`src/rtl/decode_pkg.sv`:
```
// Opcode constants, immediate formats and the class-flag bundle shared by the decode stage.
package decode_pkg;

    localparam logic [6:0] OP_LUI    = 7'b0110111;
    localparam logic [6:0] OP_AUIPC  = 7'b0010111;
    localparam logic [6:0] OP_JAL    = 7'b1101111;
    localparam logic [6:0] OP_JALR   = 7'b1100111;
    localparam logic [6:0] OP_BRANCH = 7'b1100011;
    localparam logic [6:0] OP_LOAD   = 7'b0000011;
    localparam logic [6:0] OP_STORE  = 7'b0100011;
    localparam logic [6:0] OP_IMM    = 7'b0010011;
    localparam logic [6:0] OP_REG    = 7'b0110011;
    localparam logic [6:0] OP_FENCE  = 7'b0001111;
    localparam logic [6:0] OP_SYSTEM = 7'b1110011;

    typedef enum logic [2:0] {
        FMT_I,
        FMT_S,
        FMT_B,
        FMT_U,
        FMT_J
    } imm_fmt_e;

    typedef struct packed {
        logic is_load;
        logic is_store;
        logic is_ui;
        logic add_pc;
        logic is_branch;
        logic is_jump;
        logic is_reg;
        logic is_alu;
    } dec_flags_t;

endpackage

```
`src/rtl/imm_gen.sv`:
```
// Combinational immediate extractor: picks the bit fields of the selected format
// and sign-extends from instr[31] to XLEN.
module imm_gen
    import decode_pkg::*;
#(
    parameter int XLEN = 32
) (
    input  logic [31:0]     instr_i,
    input  imm_fmt_e        fmt_i,
    output logic [XLEN-1:0] imm_o
);

    always_comb begin
        imm_o = {{(XLEN-11){instr_i[31]}}, instr_i[30:20]};
        case (fmt_i)
            FMT_S:   imm_o = {{(XLEN-11){instr_i[31]}}, instr_i[30:25], instr_i[11:7]};
            FMT_B:   imm_o = {{(XLEN-12){instr_i[31]}}, instr_i[7], instr_i[30:25],
                              instr_i[11:8], 1'b0};
            FMT_U:   imm_o = {{(XLEN-31){instr_i[31]}}, instr_i[30:12], 12'b0};
            FMT_J:   imm_o = {{(XLEN-20){instr_i[31]}}, instr_i[19:12], instr_i[20],
                              instr_i[30:21], 1'b0};
            default: imm_o = {{(XLEN-11){instr_i[31]}}, instr_i[30:20]};
        endcase
    end

endmodule

```
`src/rtl/decode_stage.sv`:
```
// Single-entry RV32I/RV64I/RV32E decode stage with valid/ready handshake and flush.
// Illegal-instruction detection is built only when DECODE_ILLEGAL_EN is defined.
module decode_stage
    import decode_pkg::*;
#(
    parameter int XLEN      = 32,
    parameter int RF_ADDR_W = 5
) (
    input  logic                 clk,
    input  logic                 reset,
    input  logic                 in_valid,
    output logic                 in_ready,
    input  logic [31:0]          in_instr,
    input  logic [XLEN-1:0]      in_pc,
    input  logic                 flush,
    output logic [RF_ADDR_W-1:0] raddr1,
    output logic [RF_ADDR_W-1:0] raddr2,
    input  logic [XLEN-1:0]      rdata1,
    input  logic [XLEN-1:0]      rdata2,
    output logic                 out_valid,
    input  logic                 out_ready,
    output logic                 is_load,
    output logic                 is_store,
    output logic                 is_ui,
    output logic                 add_pc,
    output logic                 is_branch,
    output logic                 is_jump,
    output logic                 is_reg,
    output logic                 is_alu,
    output logic [XLEN-1:0]      operand_a,
    output logic [XLEN-1:0]      operand_b,
    output logic [XLEN-1:0]      imm,
    output logic [XLEN-1:0]      target,
    output logic [XLEN-1:0]      out_pc,
    output logic [RF_ADDR_W-1:0] dest,
    output logic [2:0]           func3,
    output logic                 func7,
    output logic                 illegal
);

    localparam int SHW = $clog2(XLEN);

    logic [6:0]           opcode;
    imm_fmt_e             fmt;
    logic [XLEN-1:0]      imm_c;
    logic [XLEN-1:0]      pc_plus4;
    logic [XLEN-1:0]      pc_plus_imm;
    logic [XLEN-1:0]      rs1_plus_imm;
    logic [XLEN-1:0]      shamt;
    dec_flags_t           flags_c;
    dec_flags_t           flags_d;
    dec_flags_t           flags_q;
    logic [XLEN-1:0]      a_d;
    logic [XLEN-1:0]      b_d;
    logic [XLEN-1:0]      tgt_d;
    logic [RF_ADDR_W-1:0] dest_d;
    logic                 illegal_d;
    logic                 valid_q;
    logic [XLEN-1:0]      a_q;
    logic [XLEN-1:0]      b_q;
    logic [XLEN-1:0]      imm_q;
    logic [XLEN-1:0]      tgt_q;
    logic [XLEN-1:0]      pc_q;
    logic [RF_ADDR_W-1:0] dest_q;
    logic [2:0]           func3_q;
    logic                 func7_q;
    logic                 illegal_q;
    logic                 accept;

    assign opcode   = in_instr[6:0];
    assign in_ready = !flush && (!valid_q || out_ready);
    assign accept   = in_valid && in_ready;

    assign raddr1 = reset ? '0 : in_instr[15 +: RF_ADDR_W];
    assign raddr2 = reset ? '0 : in_instr[20 +: RF_ADDR_W];

    always_comb begin
        fmt = FMT_I;
        case (opcode)
            OP_STORE:         fmt = FMT_S;
            OP_BRANCH:        fmt = FMT_B;
            OP_LUI, OP_AUIPC: fmt = FMT_U;
            OP_JAL:           fmt = FMT_J;
            default:          fmt = FMT_I;
        endcase
    end

    imm_gen #(.XLEN(XLEN)) u_imm_gen (
        .instr_i (in_instr),
        .fmt_i   (fmt),
        .imm_o   (imm_c)
    );

    assign pc_plus4     = in_pc + {{(XLEN-3){1'b0}}, 3'd4};
    assign pc_plus_imm  = in_pc + imm_c;
    assign rs1_plus_imm = rdata1 + imm_c;
    assign shamt        = {{(XLEN-SHW){1'b0}}, in_instr[20 +: SHW]};

    // Defaults (a=rs1, b=imm) already cover FENCE, SYSTEM and unknown opcodes.
    always_comb begin
        flags_c = '0;
        a_d     = rdata1;
        b_d     = imm_c;
        tgt_d   = '0;
        dest_d  = in_instr[7 +: RF_ADDR_W];
        case (opcode)
            OP_REG: begin
                flags_c.is_alu = 1'b1;
                b_d            = rdata2;
            end
            OP_IMM: begin
                flags_c.is_alu = 1'b1;
                if (in_instr[13:12] == 2'b01) b_d = shamt;
            end
            OP_LOAD: flags_c.is_load = 1'b1;
            OP_STORE: begin
                flags_c.is_store = 1'b1;
                a_d              = rs1_plus_imm;
                b_d              = rdata2;
                dest_d           = '0;
            end
            OP_BRANCH: begin
                flags_c.is_branch = 1'b1;
                b_d               = rdata2;
                tgt_d             = pc_plus_imm;
                dest_d            = '0;
            end
            OP_LUI: begin
                flags_c.is_ui = 1'b1;
                a_d           = imm_c;
                b_d           = '0;
            end
            OP_AUIPC: begin
                flags_c.is_ui  = 1'b1;
                flags_c.add_pc = 1'b1;
                a_d            = imm_c;
                b_d            = in_pc;
            end
            OP_JAL: begin
                flags_c.is_jump = 1'b1;
                a_d             = pc_plus4;
                tgt_d           = pc_plus_imm;
            end
            OP_JALR: begin
                flags_c.is_jump = 1'b1;
                flags_c.is_reg  = 1'b1;
                a_d             = pc_plus4;
                tgt_d           = {rs1_plus_imm[XLEN-1:1], 1'b0};
            end
            default: ;
        endcase
    end

`ifdef DECODE_ILLEGAL_EN
    logic known_op;
    logic uses_rs1;
    logic uses_rs2;
    logic uses_rd;

    always_comb begin
        known_op = 1'b1;
        uses_rs1 = 1'b0;
        uses_rs2 = 1'b0;
        uses_rd  = 1'b0;
        case (opcode)
            OP_REG: begin
                uses_rs1 = 1'b1;
                uses_rs2 = 1'b1;
                uses_rd  = 1'b1;
            end
            OP_IMM, OP_LOAD, OP_JALR: begin
                uses_rs1 = 1'b1;
                uses_rd  = 1'b1;
            end
            OP_STORE, OP_BRANCH: begin
                uses_rs1 = 1'b1;
                uses_rs2 = 1'b1;
            end
            OP_LUI, OP_AUIPC, OP_JAL: uses_rd = 1'b1;
            OP_FENCE, OP_SYSTEM: ;
            default: known_op = 1'b0;
        endcase
    end

    // Only fields that the format actually treats as register indices are checked.
    always_comb begin
        illegal_d = !known_op || (in_instr[1:0] != 2'b11);
        if (XLEN == 32 && opcode == OP_IMM && in_instr[13:12] == 2'b01 && in_instr[25])
            illegal_d = 1'b1;
        if (opcode == OP_REG && in_instr[31:25] != 7'b0000000 && in_instr[31:25] != 7'b0100000)
            illegal_d = 1'b1;
        if (RF_ADDR_W == 4 && ((uses_rs1 && in_instr[19]) || (uses_rs2 && in_instr[24]) ||
                               (uses_rd && in_instr[11])))
            illegal_d = 1'b1;
    end

    assign flags_d = illegal_d ? '0 : flags_c;
`else
    assign illegal_d = 1'b0;
    assign flags_d   = flags_c;
`endif

    always_ff @(posedge clk) begin
        if (reset) begin
            valid_q   <= 1'b0;
            flags_q   <= '0;
            a_q       <= '0;
            b_q       <= '0;
            imm_q     <= '0;
            tgt_q     <= '0;
            pc_q      <= '0;
            dest_q    <= '0;
            func3_q   <= '0;
            func7_q   <= 1'b0;
            illegal_q <= 1'b0;
        end else if (accept) begin
            valid_q   <= 1'b1;
            flags_q   <= flags_d;
            a_q       <= a_d;
            b_q       <= b_d;
            imm_q     <= imm_c;
            tgt_q     <= tgt_d;
            pc_q      <= in_pc;
            dest_q    <= dest_d;
            func3_q   <= in_instr[14:12];
            func7_q   <= in_instr[30];
            illegal_q <= illegal_d;
        end else if (flush || out_ready) begin
            valid_q <= 1'b0;
        end
    end

    assign out_valid = valid_q;
    assign is_load   = flags_q.is_load;
    assign is_store  = flags_q.is_store;
    assign is_ui     = flags_q.is_ui;
    assign add_pc    = flags_q.add_pc;
    assign is_branch = flags_q.is_branch;
    assign is_jump   = flags_q.is_jump;
    assign is_reg    = flags_q.is_reg;
    assign is_alu    = flags_q.is_alu;
    assign operand_a = a_q;
    assign operand_b = b_q;
    assign imm       = imm_q;
    assign target    = tgt_q;
    assign out_pc    = pc_q;
    assign dest      = dest_q;
    assign func3     = func3_q;
    assign func7     = func7_q;
    assign illegal   = illegal_q;

endmodule

```
`config.mk`:
```
export PLATFORM = sky130hd
export DESIGN_NAME = decode_stage
export DESIGN_NICKNAME = d
export VERILOG_FILES = /design/src/rtl/decode_pkg.sv /design/src/rtl/imm_gen.sv /design/src/rtl/decode_stage.sv
export SDC_FILE = /design/constraint.sdc
export NUM_CORES = 1
export LEC_CHECK = 0
export ABC_CLOCK_PERIOD_IN_PS = 7800
export CAP_MARGIN = 0
export CORE_UTILIZATION = 28
export DETAILED_ROUTE_END_ITERATION = 10
export HOLD_SLACK_MARGIN = 0.1
export MAX_ROUTING_LAYER = met4
export SYNTH_ARGS = -nofsm -noshare
export SYNTH_HDL_FRONTEND = slang
export SYNTH_SLANG_ARGS = --single-unit
```
`constraint.sdc`:
```
create_clock -name clk -period 7.8 [get_ports clk]
set_clock_uncertainty 0.15 [all_clocks]
set_input_delay 2.34 -clock clk [delete_from_list [all_inputs] [get_ports clk]]
set_output_delay 2.34 -clock clk [all_outputs]
set_load 0.01 [all_outputs]
```
==> results.py <==
metrics = {
    "setup_path": {
        "start_kind": "primary input",
        "reg2reg_to": "operand_a[30]",
        "startpoint": "in_instr[3]",
        "arrival_ps": 7140,
        "crit_top_cell": "and3_1",
        "cpPeakStageDelay_ps": 640,
        "critPathMaxFanout": 11,
        "crit_type": "in -> reg",
        "critPathSlowestCell": "a2111oi_2",
        "r2r_slack_ps": 4680,
        "end_kind": "flip-flop",
        "regToRegStartpoint": "out_valid",
        "crit_chain": "clkdlybuf4s50_1 > nor2_1 > nand4b_1 > and3_1 > a21o_1 > ha_1 > and3_1 > nand2_1 > a2111oi_2 > nor4_2 > o31ai_1 > xnor2_1 > nor4_1 > a31oi_1 > o41ai_1",
        "critPathRequiredTime_ps": 8000,
        "r2r_cells": 8,
    },
    "logic_synthesis": {
        "ys_ff_latch": 178,
        "synth_ff_type": "dfxtp_1",
        "synth_simple_gate_area_frac": 0.2129,
        "synth-compound-area-share": 0.2858,
        "seq_area_frac_synth": 0.3107,
        "synthAdderAreaFrac": 0.08422,
        "synth_nets": 1719,
        "yosysTopAreaCellShare": 0.3107,
        "synth.avg_cell_area_sq_um": 7.595,
        "ys_top_cells_by_area": "dfxtp_1 (31%), ha_1 (8.1%), nand2_1 (7.5%)",
        "ys_types": 74,
        "synth_largest_area_cell": "dfxtp_1",
        "synth_top_family_by_area": "compound AO/OA/AOI/OAI gates",
        "synth_area_sq_mm": 0.01147,
        "yosys_warnings": 0,
        "yosysMostFrequentCell": "nand2_1",
        "synthArstFlopShare": 0,
        "synth_mux_area_frac": 0.002618,
        "ys_top_cells_by_count": "nand2_1 (229), dfxtp_1 (178), a21oi_1 (159)",
        "synthXorXnorAreaFrac": 0.06262,
        "synthCells": 1510,
        "synth_edf_count": 0,
    },
    "sta": {
        "fin_ws_ps": 859.7,
        "fin_crit_ps": 6940,
        "timing.fmax_mhz": 144.1,
        "setup_violations": 0,
        "grt_setup_unrepaired": "false",
        "finalHoldViolCount": 0,
        "period_share": 0.8898,
        "slew_headroom": 0.2633,
        "setup_tns_ps": 0,
        "worst_pin_slew_ps": 1102,
        "drv_slew": 0,
    },
    "layout": {
        "post-route-util": 0.3933,
        "area_growth_pct": 37.52,
        "layoutNonFillerInstCount": 2303,
        "nets": 1973,
        "drive_gt1_frac": 0.04558,
    },
    "clocking": {
        "cts_num_sinks": 178,
        "clk_latency_ps": 450,
        "clk_pin_slew_ps": 70,
        "cts_tree": "done",
        "cts_setup_buffers": 0,
        "cts-root-buf": "clkbuf_16",
        "hold_buffers": 0,
        "cts_resized": 0,
        "cts_buffers": 17,
        "htreeDepth": 4,
        "clockBufferDepth": 2,
    },
    "floorplan": {
        "core_area_sq_mm": 0.04010,
        "top_level_ports": 323,
        "start_util": 0.2860,
        "num_rows": 73,
        "die_x_um": 204.4,
        "dieHeight_um": 204.4,
        "dieArea_sq_mm": 0.04177,
    },
    "worst_hold_path": {
        "hold_path_depth": 2,
        "worstHoldStart": "out_pc[12]",
        "hold_end": "out_pc[12]",
        "hold_class": "reg -> reg",
    },
    "global_route": {
        "antenna_found_initial": 1,
        "grt_pass1_vias": 12230,
        "grtUsageTotal": 0.2612,
        "grt_first_pass_wirelength_um": 79270,
        "grt_start_max_net_pins": 121,
        "grt_overflow": 0,
    },
    "placed_design": {
        "placement.io_buffers": 321,
        "dp_slack_ps": 503.3,
        "dp.cells": 2270,
        "dp_hpwl_um": 39740,
        "gp_congestion": 0.9530,
    },
    "drt": {
        "drt-total-wl_um": 54040,
        "dr.pass1.iters": 5,
        "ant_nets": 0,
        "routed-via-count": 12890,
        "avgRoutedWirePerCell_um": 23.46,
        "drt-vias-per-instance": 5.595,
        "drtIter0Drc": 1020,
        "drc_errors": 0,
    },
    "job": {
        "max-cap-violations": 0,
    },
    "power": {
        "p_per_area_mw_per_mm2": 172.5,
        "p_leak_nw": 5.980,
        "power_mw": 2.720,
        "peakVddDrop_uv": 154.9,
    },
    "run_status": {
        "outcome": "completed",
    },
}
[worst max-delay path: cells and delay by family]
| family | cells | cell delay (ps) |
|---|---|---|
| buffers and inverters | 1 | 590 |
| adders and majority gates | 1 | 510 |
| AOI/OAI and AO/OA | 5 | 1470 |
| xor gates and xnor gates | 1 | 110 |
| and+or+nand+nor | 7 | 2100 |
[area by class of cell]
cell class                 instances  area [sq um]
clock buffer                      21         460.4
sequential                       178          3563
fill                            4214         24330
inverter                          14         52.55
timing repair buffer             344          3396
tap                              525         656.9
multi-input combinational       1209          7490
clock inverter                    11         150.1
antenna                            1         2.502
[worst max-delay path by stage]
stage | endpoint | cells after the start
detailed placement | target[30] | 15
CTS | target[31] | 15
global placement | target[31] | 15
floorplan | target[30] | 19
finish | target[30] | 15
global route | target[31] | 18
[cells by family (layout without fill, tap and decap cells)]
logic type | Yosys count | after routing
buf+inv | 123 | 390
mux | 3 | 3
compound gates | 496 | 496
simple gates | 551 | 551
xor+xnor | 82 | 82
other cells | 1 | 2
fa+ha+maj | 76 | 76
flops | 178 | 178
[power breakdown]
| part | switching, mW | total [mW] | internal (mW) |
|---|---|---|---|
| Sequential | 0.0299 | 0.990 | 0.960 |
| Clock | 0.420 | 0.945 | 0.525 |
| Combinational | 0.447 | 0.785 | 0.338 |
[cell usage in the layout, fill, tap and decap left out, types with 17 or more instances in the layout]
cell / netlist / layout
clkbuf_16: 0 / 17
xor2_1: 34 / 34
dfxtp_1: 178 / 178
buf_4: 1 / 23
nor3_1: 58 / 57
nand3_1: 29 / 29
xnor2_1: 48 / 48
nand2_1: 229 / 228
nor2_1: 142 / 140
clkdlybuf4s50_1: 0 / 320
a21o_1: 35 / 35
a21oi_1: 159 / 159
ha_1: 74 / 74
o21ai_0: 110 / 110
a221oi_1: 66 / 66
nor2b_1: 18 / 17
[layer usage]
| layer | vias up | wire length [um] | GRT usage |
|---|---|---|---|
| met3 | 62 | 3469 | 0.04257 |
| met5 | - | 0 | - |
| met4 | 0 | 1287 | 0.08449 |
| met1 | 6264 | 24170 | 0.3365 |
| met2 | 536 | 25120 | 0.4142 |
| li1 | 6024 | - | - |
[stage by stage]
step	area, sq um	hold WS, ps
5_1_grt	15770	322.1
6_report	15770	304.8
4_1_cts	15770	306.8
3_3_place_gp	15160	292.4
3_5_place_dp	15160	296.4
2_1_floorplan	11470	326.1
Note: power is estimated with default switching activity, not from simulation.
